--- config.mk ---
export PLATFORM = sky130hd
export DESIGN_NAME = rsa_mont_const_gen
export DESIGN_NICKNAME = d
export VERILOG_FILES = /design/src/rtl/rsa_mont_const_gen.sv
export SDC_FILE = /design/constraint.sdc
export NUM_CORES = 1
export LEC_CHECK = 0
export ABC_AREA = 1
export BUFFER_PORTS_ARGS = -buffer_cell sky130_fd_sc_hd__buf_2
export CORE_MARGIN = 2
export CORE_UTILIZATION = 39
export CTS_BUF_LIST = sky130_fd_sc_hd__clkbuf_8
export DETAILED_ROUTE_END_ITERATION = 10
export PLACE_DENSITY_LB_ADDON = 0.12
export SYNTH_ARGS = -nofsm -noshare
export SYNTH_HDL_FRONTEND = slang
export SYNTH_SLANG_ARGS = --single-unit
--- constraint.sdc ---
create_clock -name clk -period 2.95 [get_ports clk]
set_clock_uncertainty 0.05 [all_clocks]
set_input_delay 0.885 -clock clk [delete_from_list [all_inputs] [get_ports clk]]
set_output_delay 0.885 -clock clk [all_outputs]
set_load 0.1 [all_outputs]
--- src/rtl/rsa_mont_const_gen.sv ---
// Serial generator for the Montgomery constant 2^CONST_EXP mod M, one modular doubling per clock.
// Optional RSA_MONT_AUTOSTART_EN: relaunch automatically whenever mod_in differs from the captured M.
module rsa_mont_const_gen #(
  parameter int WIDTH     = 8,
  parameter int CONST_EXP = 2 * WIDTH
) (
  input  logic             clk,
  input  logic             rst,
  input  logic             start,
  input  logic             abort,
  input  logic [WIDTH-1:0] mod_in,
  output logic             busy,
  output logic             done,
  output logic             valid,
  output logic             err,
  output logic [WIDTH-1:0] const_out
);

  localparam int CW = (CONST_EXP > 1) ? $clog2(CONST_EXP) : 1;
  localparam logic [CW-1:0] LAST = CW'(CONST_EXP - 1);

  typedef enum logic [1:0] {
    IDLE = 2'd0,
    RUN  = 2'd1,
    FIN  = 2'd2
  } state_t;

  state_t           state;
  state_t           state_next;
  logic [WIDTH-1:0] m;
  logic [WIDTH-1:0] r;
  logic [CW-1:0]    cnt;
  logic [WIDTH:0]   t;
  logic [WIDTH-1:0] r_dbl;
  logic             trig_idle;
  logic             trig_run;
  logic             load;
  logic             step;
  logic             last_step;
  logic             drop;

`ifdef RSA_MONT_AUTOSTART_EN
  logic mod_changed;
  assign mod_changed = (mod_in != m);
  assign trig_idle   = start | mod_changed | ~valid;
  assign trig_run    = mod_changed;
`else
  assign trig_idle = start;
  assign trig_run  = 1'b0;
`endif

  // r < m always holds, so 2r < 2m fits in WIDTH+1 bits and one subtract reduces it.
  always_comb begin
    t = {r, 1'b0};
    if (t >= {1'b0, m}) r_dbl = WIDTH'(t - {1'b0, m});
    else                r_dbl = t[WIDTH-1:0];
  end

  always_comb begin
    state_next = state;
    load       = 1'b0;
    step       = 1'b0;
    last_step  = 1'b0;
    drop       = 1'b0;
    case (state)
      IDLE: begin
        if (trig_idle && !abort) begin
          load       = 1'b1;
          state_next = (mod_in == '0) ? FIN : RUN;
        end
      end
      RUN: begin
        if (abort) begin
          drop       = 1'b1;
          state_next = IDLE;
        end else if (trig_run) begin
          load       = 1'b1;
          state_next = (mod_in == '0) ? FIN : RUN;
        end else begin
          step = 1'b1;
          if (cnt == LAST) begin
            last_step  = 1'b1;
            state_next = FIN;
          end
        end
      end
      FIN: begin
        state_next = IDLE;
        drop       = abort;
      end
      default: state_next = IDLE;
    endcase
    busy = (state != IDLE);
    done = (state == FIN) && !abort;
  end

  // The result is written on the edge entering FIN so it is visible during the done cycle.
  always_ff @(posedge clk) begin
    if (rst) begin
      state     <= IDLE;
      m         <= '0;
      r         <= '0;
      cnt       <= '0;
      const_out <= '0;
      valid     <= 1'b0;
      err       <= 1'b0;
    end else begin
      state <= state_next;
      if (load) begin
        m   <= mod_in;
        cnt <= '0;
        err <= (mod_in == '0) | ~mod_in[0];
        r   <= (mod_in == WIDTH'(1)) ? '0 : WIDTH'(1);
        if (mod_in == '0) begin
          const_out <= '0;
          valid     <= 1'b1;
        end else begin
          valid <= 1'b0;
        end
      end
      if (step) begin
        r   <= r_dbl;
        cnt <= cnt + CW'(1);
      end
      if (last_step) begin
        const_out <= r_dbl;
        valid     <= 1'b1;
      end
      if (drop) valid <= 1'b0;
    end
  end

endmodule

# After elaboration in Yosys (flattened, before gate mapping)
# Index checks and enable logic that the tools add are counted.
# op_classes
order_cmp	1
n_mux	26
eq_ne	6
n_addsub	2
bitwise_logic	2
reduce_logical	12
# op_table
op	count
$mux W8	6
$mux W1	12
$ge A9 B8 Y1	1
$eq A8 B1 Y1 const B	1
$logic_not A8 Y1	1
$mux W2	4
$mux W4	2
$reduce_bool A2 Y1	4
$sub A8 B8 Y8	1
$add A4 B1 Y4 const B	1
$eq A4 B4 Y1 const B	1
$pmux W2 S2	1
$reduce_and A2 Y1	2
$ne A3 B3 Y1 const B	1
$eq A2 B1 Y1 const B	1
$eq A2 B2 Y1 const B	1
$logic_and A1 B1 Y1	2
$logic_not A2 Y1	1
$ne A2 B2 Y1 const B	1
$pmux W1 S2	1
$reduce_or A2 Y1	1
$logic_not A1 Y1	1
$not A1 Y1	1
$or A1 B1 Y1	1
# word_totals
out_inout_bits	12
word_cells	56
register_bits	32
input_bits	12

# Longest topological paths before layout
# depth
ltp_word	6
depth_mapped	12
mapped_depth_nobuf	12

# Least setup slack after synthesis
# Ideal clock, no wire load.
# synth_path
kind	input -> output
from	input abort
to	output done
setup_slack_ns	-0.123
t_arrival_ns	2.138
stages	1
required_time_ns	2.015
cell_sequence	nor2_1
# synth_via
elab_chain_len	2
# synth_lines
element	line	source
start: declaration	10	input logic abort,
$logic_not A1 Y1	94	done = (state == FIN) && !abort;
$logic_and A1 B1 Y1	94	
end: declaration	13	output logic done,
# No other way between the ends.

# Final worst setup path
# Same ends and word-level chain as after synthesis.

==> implementation parameters <==
Parameter                              Value

Status
  Outcome ... finished, final reports clean

Critical path
  Worst-path fanout max ... 5
  Biggest cell delay along the critical path ... 0.42 ns
  Category of the worst setup path capture point ... primary output
  First element of the critical path ... abort
  Top Family by Delay on Critical Path ... buffers and inverters
  Critical Path, Cell by Cell ... buf_2 > nor2_2 > buf_2
  Crit path max-delay cell type ... sky130_fd_sc_hd__buf_2
  Buffering stage count on the worst path with inverters included ... 2
  CP Class ... in -> out
  RR Startpoint ... m[4]
  Required time reported for the critical path endpoint ... 2.02 ns
  Worst setup SP type ... input port
  Reg2reg setup slack ... approximately 1.1 ns
  Most used cell along the critical path ... sky130_fd_sc_hd__buf_2
  WP data arrival ... ~1.5 ns

STA
  Unrepaired setup endpoints after global routing ... no
  Post-Route Hold Slack ... between 0.4 and 0.5 ns
  Final number of max-transition violations ... 0
  Part of the cycle the worst path needs ... about 83%
  Sum Neg Setup Slack ... 0 ns
  Final period demand of the worst path ... around 2.5 ns
  Pin slew with the least headroom to its limit ... a little under 0.5 ns
  Setup Viol. Count Final ... 0
  Peak Freq ... 0.406 GHz
  Final hold violation count ... 0
  Max-slew headroom at the worst pin ... approximately two thirds

Floorplan
  Core region area ... 4750 sq um
  Io pins ... 24
  Vertical extent of the die ... 74.7 um
  Full die area ... 5570 sq um
  Chip Width ... about 75 um
  Cell Rows ... 25
  Initial standard-cell utilization of the core ... 40.9%

Layout
  Ant. Diodes ... 0
  Area of the multi-input gates ... 1120 sq um
  Final #Nets ... 324
  Register area ... 641 sq um
  Fill cells ... 516
  Proportion of layout cells with a drive suffix above 1 ... 23.1%
  Growth of design area from synthesis to finish ... 14.3%

Power
  P per Cell Area ... 591 nW/um^2
  Reported leakage power ... 1.04 nW
  Worst IR Drop VDD ... roughly 0.27 mV

CTS
  TritonCTS clock tree ... built
  Clock Sink Count ... 32
  Number of gates given a new drive strength after cts ... 0
  Library cell used as clock root buffer ... sky130_fd_sc_hd__clkbuf_8
  Cts-stage hold buffer count ... 0
  Max H-tree Level ... 2
  Maximum buffer depth of the clock tree ... 2
  Number of buffers inserted by post-CTS setup repair ... 0
  Clock slew seen by the registers of the worst setup and hold paths ... 0.06 ns
  Clock buffers created by TritonCTS ... 5
  Clk Latency, worst-skew pair ... ~0.28 ns

Yosys
  Simple-Gate Fraction of Synth Area ... approximately a third
  Yosys warnings ... 0
  Largest family of logic cells by synthesized area ... simple AND/OR/NAND/NOR gates
  Average cell area after synthesis ... a little over 7 sq um
  Xor-xnor portion of the synthesized cell area ... 1.35%
  Synthesized instance count ... between 200 and 300
  Proportion of synthesized chip area in sequential cells ... 32.9%
  Number of enable flip-flop cells after synthesis ... 0
  Fraction of synthesized area in multiplexers ... 0%
  Flip-flop and latch count after synthesis ... 32
  Syn nets ... 297
  Area fraction in compound gates after synthesis ... between 10% and 20%
  Most frequently used flop master after synthesis ... sky130_fd_sc_hd__dfxtp_1
  Adder-Cell Fraction of Synth Area ... 8.74%
  Count of distinct cell types in the synthesized netlist ... 31
  Syn Std Cell Area ... 1950 sq um
  Fraction of synthesis flops using an asynchronous set or reset pin ... 0%

Global route
  Number of antenna violations at the first check in global routing ... 0
  Largest net degree at the start of global routing ... 23
  Total congestion overflow ... 0
  GR Util All Layers ... 16.9%
  Wire length of the first global-routing pass ... 7.13 mm
  Number of global-route vias before repair ... 1602

Detailed routing
  Drc violations ... 0
  Initial DRC Count ... 95
  Via count ... between 1500 and 2000
  Total Wirelength ... 4.23 mm
  Routed length per instance ... about 12 um
  Ratio of routed vias to standard cells ... 4.69
  Total iterations of the first detailed-routing run ... 4
  Post-route ant nets ... 0

Min path
  Class of the tightest hold or removal check ... reg -> reg
  Min-Delay Startpoint ... const_out[0]

Place
  Final Wtd Congestion ... between 0.8 and 0.9
  Port-buffer cells ... 23
  Final HPWL DP ... 3.23 mm

Flow run
  Max-cap check violation count ... 0
-- synth_stat cells (all sizes together), types with 2 or more instances --
cell    count  area share (%)
a21oi      37              11
buf         2             1.2
clkbuf      3            0.58
dfxtp      32              33
ha         12             7.7
inv        42             8.1
nand2      71              15
nand3      31              11
nand4       3             1.3
nor2       16             4.2
nor3        2            0.77
o21ai      12             3.1
or2         2            0.64
xnor2       2            0.90
-- flip-flops by register name, indices dropped and copies added (netlist names) --
name	flops
err	1
state	2
m	8
cnt	4
r	8
const_out	8
valid	1
-- worst reg2reg max path: cells and delay by family, from the launching register on --
family                   cells  cell delay (ns)
buffers and inverters        2             0.14
adder cells (fa/ha/maj)      1             0.35
flip-flops                   1             0.31
AO/OA/AOI/OAI                1             0.04
AND/OR/NAND/NOR              8             0.86
-- cells by family after synthesis --
group / count (synthesis)
flip-flops: 32
buffers and inverters: 47
adder cells (fa/ha/maj): 13
AO/OA/AOI/OAI: 51
XOR/XNOR: 3
AND/OR/NAND/NOR: 126
-- area by class of cell --
type	count	share of cell area (%)
multi-input combinational	193	50.2
timing repair buffer	25	5.85
clock buffer	7	4.33
tap	67	3.77
sequential	32	28.8
inverter	42	7.08
-- layer usage --
metal  global-route usage [%]  wire length [um]  vias up  share of wire [%]
li1                         -                 -      931                  -
met1                     22.0              2100      756                 50
met2                     27.6              1940       27                 46
met3                     4.82               142        4                3.4
met4                     4.76                44        0                1.0
met5                        0                 0        -                  0
-- worst paths after layout --
| path | endpoint | cells past startpoint |
|---|---|---|
| hold / removal | const_out[0] | 2 |
| hold reg to reg | const_out[0] | 2 |
| setup reg to reg | const_out[6] | 12 |
| setup / recovery | done | 3 |
-- cell usage in the layout, fill, tap and decap left out, types with 7 or more instances in the layout --
| cell type | netlist | layout |
|---|---|---|
| sky130_fd_sc_hd__nand2_1 | 64 | 64 |
| sky130_fd_sc_hd__ha_1 | 12 | 12 |
| sky130_fd_sc_hd__inv_2 | 8 | 8 |
| sky130_fd_sc_hd__nand3_1 | 22 | 22 |
| sky130_fd_sc_hd__clkbuf_8 | 0 | 7 |
| sky130_fd_sc_hd__a21oi_1 | 31 | 31 |
| sky130_fd_sc_hd__nor2_1 | 13 | 12 |
| sky130_fd_sc_hd__nand3_2 | 8 | 8 |
| sky130_fd_sc_hd__o21ai_0 | 10 | 10 |
| sky130_fd_sc_hd__inv_1 | 34 | 34 |
| sky130_fd_sc_hd__dfxtp_1 | 32 | 32 |
| sky130_fd_sc_hd__nand2_2 | 7 | 7 |
| sky130_fd_sc_hd__buf_2 | 0 | 23 |
-- power breakdown --
group          total (W)  switching [W]  internal (W)
combinational   0.000490       0.000333      0.000157
sequential      0.000466      0.0000126      0.000453
clock           0.000361       0.000154      0.000208
-- through the flow --
step           cells  power [W]  setup WS [ns]  util, %  instance area (sq um)
4_1_cts          366    0.00133          0.483     46.8                   2230
5_1_grt          366    0.00141          0.467     46.8                   2230
6_report         366    0.00132          0.487     46.8                   2230
3_5_place_dp     359   0.000964          0.486     44.8                   2130
3_3_place_gp     359   0.000962          0.488     44.8                   2130
2_1_floorplan    272   0.000888          0.343        -                   1950
Note: power is estimated with default switching activity, not from simulation.
